## src/rtl/pif_decode_arbiter.sv

```systemverilog
// pif_decode_arbiter: round-robin arbiter that shares one posit_to_pif decoder
// among NREQ valid/ready requesters and queues {pif, requester id} in a small FIFO.
//
// PIF word layout: {sign, te, mant}
//   te   : signed total exponent, regime * 2^ES + exponent field
//   mant : hidden 1 followed by the fraction bits, left aligned
//   zero : all bits 0
//   NaR  : sign = 1, te = 0, mant = 0 (a real value always has the hidden 1 set)
module pif_decode_arbiter #(
    parameter  int N         = 16,
    parameter  int ES        = 1,
    parameter  int NREQ      = 4,
    parameter  int DEPTH     = 2,
    localparam int TE_SIZE   = ES + $clog2(N) + 1,
    localparam int MANT_SIZE = N - 2,
    localparam int PIF_SIZE  = 1 + TE_SIZE + MANT_SIZE,
    localparam int ID_W      = $clog2(NREQ)
) (
    input  logic                clk,
    input  logic                rst_n,
    input  logic [NREQ-1:0]     in_valid,
    input  logic [NREQ*N-1:0]   in_posit,
    output logic [NREQ-1:0]     in_ready,
    output logic                out_valid,
    input  logic                out_ready,
    output logic [PIF_SIZE-1:0] out_pif,
    output logic [ID_W-1:0]     out_id,
    output logic                busy
);

    localparam int PTR_W = $clog2(DEPTH);
    localparam int CNT_W = $clog2(DEPTH + 1);
    localparam int RUN_W = $clog2(N) + 1;

    logic [PIF_SIZE-1:0] pif_mem [DEPTH];
    logic [ID_W-1:0]     id_mem  [DEPTH];
    logic [PTR_W-1:0]    wptr;
    logic [PTR_W-1:0]    rptr;
    logic [CNT_W-1:0]    count;
    logic [ID_W-1:0]     rr;

    logic [ID_W-1:0]     grant;
    logic [ID_W-1:0]     cand;
    logic                any_valid;
    logic                can_push;
    logic                push;
    logic                pop;
    int                  scan_idx;

    logic [N-1:0]        sel_posit;
    logic                sgn;
    logic [N-1:0]        mag;
    logic [N-2:0]        body;
    logic [N-2:0]        rem;
    logic [N-2:0]        exp_sh;
    logic [N-2:0]        frac_sh;
    logic [RUN_W-1:0]    run;
    logic                run_done;
    logic [TE_SIZE-1:0]  k_mag;
    logic signed [TE_SIZE-1:0] k;
    logic signed [TE_SIZE-1:0] te;
    logic [MANT_SIZE-1:0] mant;
    logic [PIF_SIZE-1:0] dec_pif;

    assign out_valid = (count != '0);
    assign pop       = out_valid & out_ready;
    assign out_pif   = pif_mem[rptr];
    assign out_id    = id_mem[rptr];
    assign busy      = (count != '0) | (|in_valid);

    // Round-robin scan from rr; iterating downwards lets the nearest candidate win.
    always_comb begin
        grant     = '0;
        any_valid = 1'b0;
        scan_idx  = 0;
        cand      = '0;
        for (int off = NREQ - 1; off >= 0; off--) begin
            scan_idx = int'(rr) + off;
            if (scan_idx >= NREQ) scan_idx = scan_idx - NREQ;
            cand = ID_W'(scan_idx);
            if (in_valid[cand]) begin
                grant     = cand;
                any_valid = 1'b1;
            end
        end
    end

    // A full FIFO can still accept when the head leaves in the same cycle.
    always_comb begin
        can_push = (count < CNT_W'(DEPTH)) ||
                   ((count == CNT_W'(DEPTH)) && out_ready && out_valid);
        push     = any_valid & can_push & rst_n;
        in_ready = '0;
        if (push) in_ready[grant] = 1'b1;
    end

    // Select the granted requester's posit.
    always_comb begin
        sel_posit = '0;
        for (int i = 0; i < NREQ; i++) begin
            if (ID_W'(i) == grant) sel_posit = in_posit[i*N +: N];
        end
    end

    // posit_to_pif: decode the magnitude, count the regime run, then peel off exponent and fraction.
    always_comb begin
        sgn      = sel_posit[N-1];
        mag      = sgn ? -sel_posit : sel_posit;
        body     = mag[N-2:0];
        run      = '0;
        run_done = 1'b0;
        for (int i = N - 2; i >= 0; i--) begin
            if (!run_done && (body[i] == body[N-2])) run = run + 1'b1;
            else run_done = 1'b1;
        end
        k_mag   = TE_SIZE'(run);
        k       = body[N-2] ? $signed(k_mag - 1'b1) : $signed(-k_mag);
        rem     = body << (run + 1'b1);
        exp_sh  = rem >> (N - 1 - ES);
        te      = (k <<< ES) + $signed(TE_SIZE'(exp_sh));
        frac_sh = rem << ES;
        mant    = {1'b1, frac_sh[N-2 -: MANT_SIZE-1]};
        if (sel_posit == '0)
            dec_pif = '0;
        else if (sel_posit == {1'b1, {(N-1){1'b0}}})
            dec_pif = {1'b1, {(PIF_SIZE-1){1'b0}}};
        else
            dec_pif = {sgn, te, mant};
    end

    // FIFO storage, pointers, occupancy and round-robin pointer.
    always_ff @(posedge clk or negedge rst_n) begin
        if (!rst_n) begin
            for (int i = 0; i < DEPTH; i++) begin
                pif_mem[i] <= '0;
                id_mem[i]  <= '0;
            end
            wptr  <= '0;
            rptr  <= '0;
            count <= '0;
            rr    <= '0;
        end else begin
            if (push) begin
                pif_mem[wptr] <= dec_pif;
                id_mem[wptr]  <= grant;
                wptr          <= wptr + 1'b1;
                rr            <= (grant == ID_W'(NREQ - 1)) ? '0 : grant + 1'b1;
            end
            if (pop) rptr <= rptr + 1'b1;
            case ({push, pop})
                2'b10:   count <= count + 1'b1;
                2'b01:   count <= count - 1'b1;
                default: count <= count;
            endcase
        end
    end

endmodule

```

## config.mk

```make
export PLATFORM = sky130hd
export DESIGN_NAME = pif_decode_arbiter
export DESIGN_NICKNAME = d
export VERILOG_FILES = /design/src/rtl/pif_decode_arbiter.sv
export SDC_FILE = /design/constraint.sdc
export NUM_CORES = 1
export LEC_CHECK = 0
export CAP_MARGIN = 20
export CORE_MARGIN = 2
export CORE_UTILIZATION = 44
export CTS_BUF_LIST = sky130_fd_sc_hd__clkbuf_2
export CTS_CLUSTER_SIZE = 12
export DETAILED_ROUTE_END_ITERATION = 8
export MAX_ROUTING_LAYER = met4
export PLACE_DENSITY = 0.69
export SYNTH_ARGS = -nofsm -noshare
export SYNTH_HDL_FRONTEND = slang
export SYNTH_SLANG_ARGS = --single-unit
export TNS_END_PERCENT = 50
```

## constraint.sdc

```tcl
create_clock -name clk -period 27.8 [get_ports clk]
set_clock_uncertainty 0.1 [all_clocks]
set_input_delay 5.56 -clock clk [delete_from_list [all_inputs] [get_ports clk]]
set_output_delay 5.56 -clock clk [all_outputs]
set_load 0.1 [all_outputs]
```

==> results.txt, run 1 <==
Post-cts resize count: 0
Number of buffers inserted by post-CTS setup repair: 0
CP Max Fanout: 33
Area Overhead vs Synth: 17.9%
HPWL Detailed: 13.7 mm
Number of H-tree levels: 2
Critical path launch point type: input pin
Crit end category: register
Final-stage net count: 937
Clock period minus worst slack: 18670 ps
Grt ovf: 0
Synth top area cells: sky130_fd_sc_hd__dfrtp_1 21%, sky130_fd_sc_hd__nand2_1 9.5%, sky130_fd_sc_hd__mux2_2 5.5%, sky130_fd_sc_hd__o21ai_0 3.9%, sky130_fd_sc_hd__ha_1 3.9%
Die area: 14800 um^2
Via count of the first global-routing pass: 5718
Post-synthesis async set-or-reset flop share: 100%
Commonest non-fill, non-tap cell in the layout: sky130_fd_sc_hd__nand2_1
Final RePlAce weighted congestion: 0.937
Final Max Slew Viols: 0
Tightest slew margin relative to the limit: 15.4%
Number of DRC markers in iteration 0: 490
Kind of path behind the tightest hold check: register to register
Drt drc: 0
Die height: 122 um
CTS sink count: 52
GRT Total Usage: 24.2%
Number of cells on the worst hold path: 2
Core region area: 13400 um^2
Place WS: 8870 ps
Count of buffer and inverter cells on the critical path: 4
Area of the multi-input gates: 4530 um^2
Commonest non-fill, non-tap cells in the layout: 154 x sky130_fd_sc_hd__nand2_1, 98 x sky130_fd_sc_hd__clkdlybuf4s50_1, 52 x sky130_fd_sc_hd__dfrtp_1
Horizontal die dimension: 122 um
Total of hold buffers inserted after clock tree synthesis: 0
Number of fill cells in the layout: 1292
Num ports: 100
Distinct cell type count of the synthesized netlist: 96
Sequential cell area: 1300 um^2
Inserted Clock Buffers: 5
Hold EP: pif_mem[24]
Number of buffers added on ports: 99
Average routed wire per standard cell: 17.2 um
Critical path arrival: 18930 ps
Overall via count from detail_route: 6204
Routed Antenna Nets: 0
Reg-to-reg startpoint: rr[1]
Worst slew pin tran: 1270 ps
Kind of cell adding the most delay to the critical path: adder cells
Worst R2R End: pif_mem[7]
Later-pin clock latency in the skew report: 460 ps
Worst path setup slack after routing: 9130 ps
Pre-antenna DRT Iters: 5
TritonCTS clock tree: done
#FFs+latches synth: 52
Post-Route Setup TNS: 0 ps
Main synth FF type: sky130_fd_sc_hd__dfrtp_1
Mean post-synth cell area: 7.84 um^2
Layout cells sized above 1: 11.1%
Worst slack on hold paths: 411 ps
Critical setup path kind: input pin to register
Final period util: 67.2%
Slowest cell on crit path: sky130_fd_sc_hd__a222oi_1
Hold path startpoint: pif_mem[24]
Routed via count divided by cell count: 6.06
Std-Cell Rows: 42
Setup repair after global routing missed its margin: false
Bufs on Longest Clock Path: 2
Peak per-stage delay on the critical path: 1020 ps
Cell area after synthesis: 6090 um^2
F_max: 53.6 MHz
Synthesized netlist cell count: 777
Post-Route WL: 17.6 mm
Number of antenna violations at the first check in global routing: 0
Fraction of post-synthesis cell area in the top cell type by area: 21.4%
Yosys synthesis warning count: 0
First-pass GRT wire length: 28.4 mm
Most area-hungry cell type in the Yosys netlist: sky130_fd_sc_hd__dfrtp_1
Clock Pin Slew Worst Setup and Hold Paths: 250 ps
Register-to-Register Setup Slack: 14130 ps
Data required time of the critical path: 28060 ps
Post-synth net total: 867
Maximum number of pins on one net before global-route repair: 54
Max cap viols: 0
Final count of negative-setup-slack endpoints: 0
Clock Root Buffer: sky130_fd_sc_hd__clkbuf_2
Final Hold Vio Count: 0
Post-synthesis sequential area ratio: 21.4%
Most used cell, CP: sky130_fd_sc_hd__ha_1
Cells on worst reg2reg path: 51
Effective utilization at floorplan: 45.5%
Number of antenna cells inserted: 0
Number of enable flip-flop cells after synthesis: 0
Run status: completed
-- routing by layer --
layer	up-vias	track usage (%)	wire length, um
met2	222	41.0	8630
met5	-	-	0
met3	33	1.59	719
met4	0	6.32	362
li1	3007	-	-
met1	2942	31.4	7860
-- kinds of logic (layout without fill, tap and decap cells) --
kind of cell               count (synthesis)  count (layout)  synth area share, %
muxes                                     47              47                 8.96
DFF                                       52              52                 21.4
buffers and inverters                     56             127                 4.21
adders and majority gates                 19              19                 3.90
and+or+nand+nor                          321             321                 25.3
xor gates and xnor gates                  45              45                 8.13
AOI/OAI and AO/OA                        237             237                 28.1
-- cell type report --
cell class	count	area share, %
clock buffers	5	0.348
clock inverters	3	0.383
inverters	16	0.836
multi-input cells	669	63.1
flip-flops and latches	52	18.1
well taps	176	3.07
repair buffers	103	14.1
-- stage by stage --
stage               instance area [um^2]  util (%)  instances
finish                              7180      53.6       1024
global route                        7180      53.6       1024
floorplan                           6090         -        777
detailed placement                  7130      53.2       1016
global placement                    7130      53.2       1016
CTS                                 7180      53.6       1024
-- synth_stat cells (all sizes together), types with 7 or more instances --
cell type	instances
inv	16
nor3	15
ha	19
a211oi	11
o211ai	21
a21o	8
a31oi	7
and3	10
nand3	22
dfrtp	52
nor2	49
a21oi	35
o31ai	16
nand2	155
o21ai	66
xor2	13
nand2b	9
a22oi	7
o22a	13
nor4	7
mux2	31
mux2i	15
and2	17
clkbuf	22
xnor2	27
o21a	7
buf	18
nand4	9
-- worst reg2reg max path, delay by kind of cell (launching register included) --
family                   cells  cell delay, ps
multiplexers                 4            1250
XOR/XNOR                     1             220
AND/OR/NAND/NOR             17            3450
AO/OA/AOI/OAI               15            3860
flip-flops                   1             520
adder cells (fa/ha/maj)     11            3880
buffers and inverters        3             350
-- registers in the layout, indices dropped and copies added, names as in the netlist --
| name | cells |
|---|---|
| rr | 2 |
| id_mem | 4 |
| pif_mem | 42 |
| wptr | 1 |
| count | 2 |
| rptr | 1 |
-- worst max path at each step --
stage                 from          end  slack [ps]  depth (start not counted)
2_1_floorplan  in_valid[2]  pif_mem[10]       11800                         54
3_3_place_gp   in_valid[0]   pif_mem[2]        9580                         52
3_5_place_dp   in_valid[0]   pif_mem[7]        8870                         52
4_1_cts        in_valid[0]   pif_mem[7]        9370                         52
5_1_grt        in_valid[0]   pif_mem[7]        8100                         52
6_report       in_valid[0]   pif_mem[7]        9130                         52
Power of run 1 is left out: the tool's default activity adds up to more than one toggle a clock period on the data nets, which glitch-free logic cannot reach.
==> inputs of run 2 (changes only) <==
--- a/config.mk
+++ b/config.mk
@@ -12,7 +12,7 @@
 export CTS_CLUSTER_SIZE = 12
 export DETAILED_ROUTE_END_ITERATION = 8
 export MAX_ROUTING_LAYER = met4
-export PLACE_DENSITY = 0.69
+export PLACE_DENSITY = 0.71
 export SYNTH_ARGS = -nofsm -noshare
 export SYNTH_HDL_FRONTEND = slang
 export SYNTH_SLANG_ARGS = --single-unit
==> constraint.sdc (replaced) <==
create_clock -name clk -period 17 [get_ports clk]
set_clock_uncertainty 0.1 [all_clocks]
set_input_delay 3.4 -clock clk [delete_from_list [all_inputs] [get_ports clk]]
set_output_delay 3.4 -clock clk [all_outputs]
set_load 0.1 [all_outputs]
==> results.txt, run 2 (synthesis results as in run 1) <==
Number of antenna cells inserted: 0 (unchanged)
Worst slew pin tran: 1010 ps (-257 ps)
Horizontal die dimension: 122 um (unchanged)
Later-pin clock latency in the skew report: 450 ps (about the same)
Via count of the first global-routing pass: 5605 (-2.0%)
Register-to-Register Setup Slack: 3820 ps (-10310 ps)
Commonest non-fill, non-tap cell in the layout: sky130_fd_sc_hd__nand2_1
Drt drc: 0 (unchanged)
Clock Root Buffer: sky130_fd_sc_hd__clkbuf_2
Number of fill cells in the layout: 1300 (+0.62%)
Post-cts resize count: 0 (unchanged)
Commonest non-fill, non-tap cells in the layout: 154 x sky130_fd_sc_hd__nand2_1, 98 x sky130_fd_sc_hd__clkdlybuf4s50_1, 52 x sky130_fd_sc_hd__dfrtp_1
Final-stage net count: 940 (+0.32%)
Final Hold Vio Count: 0 (unchanged)
Clock period minus worst slack: 16040 ps
Num ports: 100 (unchanged)
Data required time of the critical path: 17270 ps (-10790 ps)
Final count of negative-setup-slack endpoints: 0 (unchanged)
# placed instances: 1019 (+0.30%)
Area Overhead vs Synth: 18.3%
Effective utilization at floorplan: 45.5% (unchanged)
Kind of path behind the tightest hold check: register to register
Largest reg by FF count: pif_mem
CTS sink count: 52 (unchanged)
HPWL Detailed: 13.3 mm (-2.4%)
Max cap viols: 0 (unchanged)
Run status: completed
Final Non-Filler Cells: 1027 (+0.29%)
Core region area: 13400 um^2 (unchanged)
Routed via count divided by cell count: 5.93 (-2.1%)
Die area: 14800 um^2 (unchanged)
Final Max Slew Viols: 0 (unchanged)
Overall via count from detail_route: 6089 (-1.9%)
GRT Total Usage: 24.1% (-0.077 points)
Tightest slew margin relative to the limit: 32.3% (+17 points)
Std-Cell Rows: 42 (unchanged)
TritonCTS clock tree: done
Slowest cell on crit path: sky130_fd_sc_hd__ha_1
Most used cell, CP: sky130_fd_sc_hd__ha_1
Setup repair after global routing missed its margin: false
Sequential cell area: 1300 um^2 (unchanged)
Pre-antenna DRT Iters: 5 (unchanged)
Routed Antenna Nets: 0 (unchanged)
Post-Route Setup TNS: 0 ps (unchanged)
Critical setup path kind: input pin to register
Largest register FFs: 42 (unchanged)
First-pass GRT wire length: 28.3 mm (-0.39%)
Number of antenna violations at the first check in global routing: 0 (unchanged)
Regs by FF count: pif_mem: 42 flops, id_mem: 4 flops
Final period util: 94.4%
Average routed wire per standard cell: 16.6 um (-3.2%)
Number of buffers inserted by post-CTS setup repair: 0 (unchanged)
Die height: 122 um (unchanged)
Number of buffers added on ports: 99 (unchanged)
Layout cells sized above 1: 11.4% (+0.31 points)
Number of DRC markers in iteration 0: 503 (+2.7%)
Grt ovf: 0 (unchanged)
Inserted Clock Buffers: 5 (unchanged)
Critical path arrival: 16310 ps (-2620 ps)
Total of hold buffers inserted after clock tree synthesis: 0 (unchanged)
Area of the multi-input gates: 4530 um^2 (unchanged)
F_max: 62.3 MHz
Clock Pin Slew Worst Setup and Hold Paths: 290 ps (+40 ps)
Count of buffer and inverter cells on the critical path: 4 (unchanged)
Critical path launch point type: input pin
Crit end category: register
Bufs on Longest Clock Path: 2 (unchanged)
Peak per-stage delay on the critical path: 820 ps (-200 ps)
Number of H-tree levels: 2 (unchanged)
CP Max Fanout: 33 (unchanged)
Maximum number of pins on one net before global-route repair: 54 (unchanged)
Post-Route WL: 17.1 mm (-2.9%)
Kind of cell adding the most delay to the critical path: adder cells
Final RePlAce weighted congestion: 0.952 (+1.6%)
-- run 2: cell count changes in the layout (fill, tap and decap cells not counted), sizes merged --
| cell | previous run | this run |
|---|---|---|
| buf | 5 | 8 |
-- run 2: stage by stage --
stage / instance area, um^2 / worst slack [ps] / hold WS [ps] / utilization, %
6_report: 7210 / 958 / 406 / 53.8
5_1_grt: 7210 / 8.62 / 437 / 53.8
4_1_cts: 7210 / 1210 / 408 / 53.8
3_5_place_dp: 7150 / 770 / 358 / 53.4
3_3_place_gp: 7150 / 1120 / 354 / 53.4
2_1_floorplan: 6090 / 3160 / 341 / -
-- run 2: routing by layer --
| metal | vias to the layer above | part of all wire [%] | global-route usage [%] | routed length, um |
|---|---|---|---|---|
| li1 | 3015 | - | - | - |
| met1 | 2818 | 46 | 32.5 | 7830 |
| met2 | 224 | 47 | 38.9 | 7940 |
| met3 | 32 | 5.3 | 2.86 | 906 |
| met4 | 0 | 2.3 | 5.53 | 386 |
| met5 | - | 0 | - | 0 |
-- run 2: area by class of cell --
class	instances	share of cell area, %
multi-input cells	669	62.9
flip-flops and latches	52	18.1
repair buffers	106	14.4
well taps	176	3.06
inverters	16	0.833
clock inverters	3	0.382
clock buffers	5	0.347
-- run 2: worst paths after layout --
path | cells past startpoint | from | end
worst max-delay path | 52 | in_valid[0] | pif_mem[28]
worst min-delay path | 1 | count[1] | count[1]
worst max register to register | 51 | rr[1] | pif_mem[28]
worst min register to register | 1 | count[1] | count[1]
max in group asynchronous | 2 | rst_n | pif_mem[34]
min in group asynchronous | 2 | rst_n | pif_mem[38]
Power of run 2 is left out for the same reason.
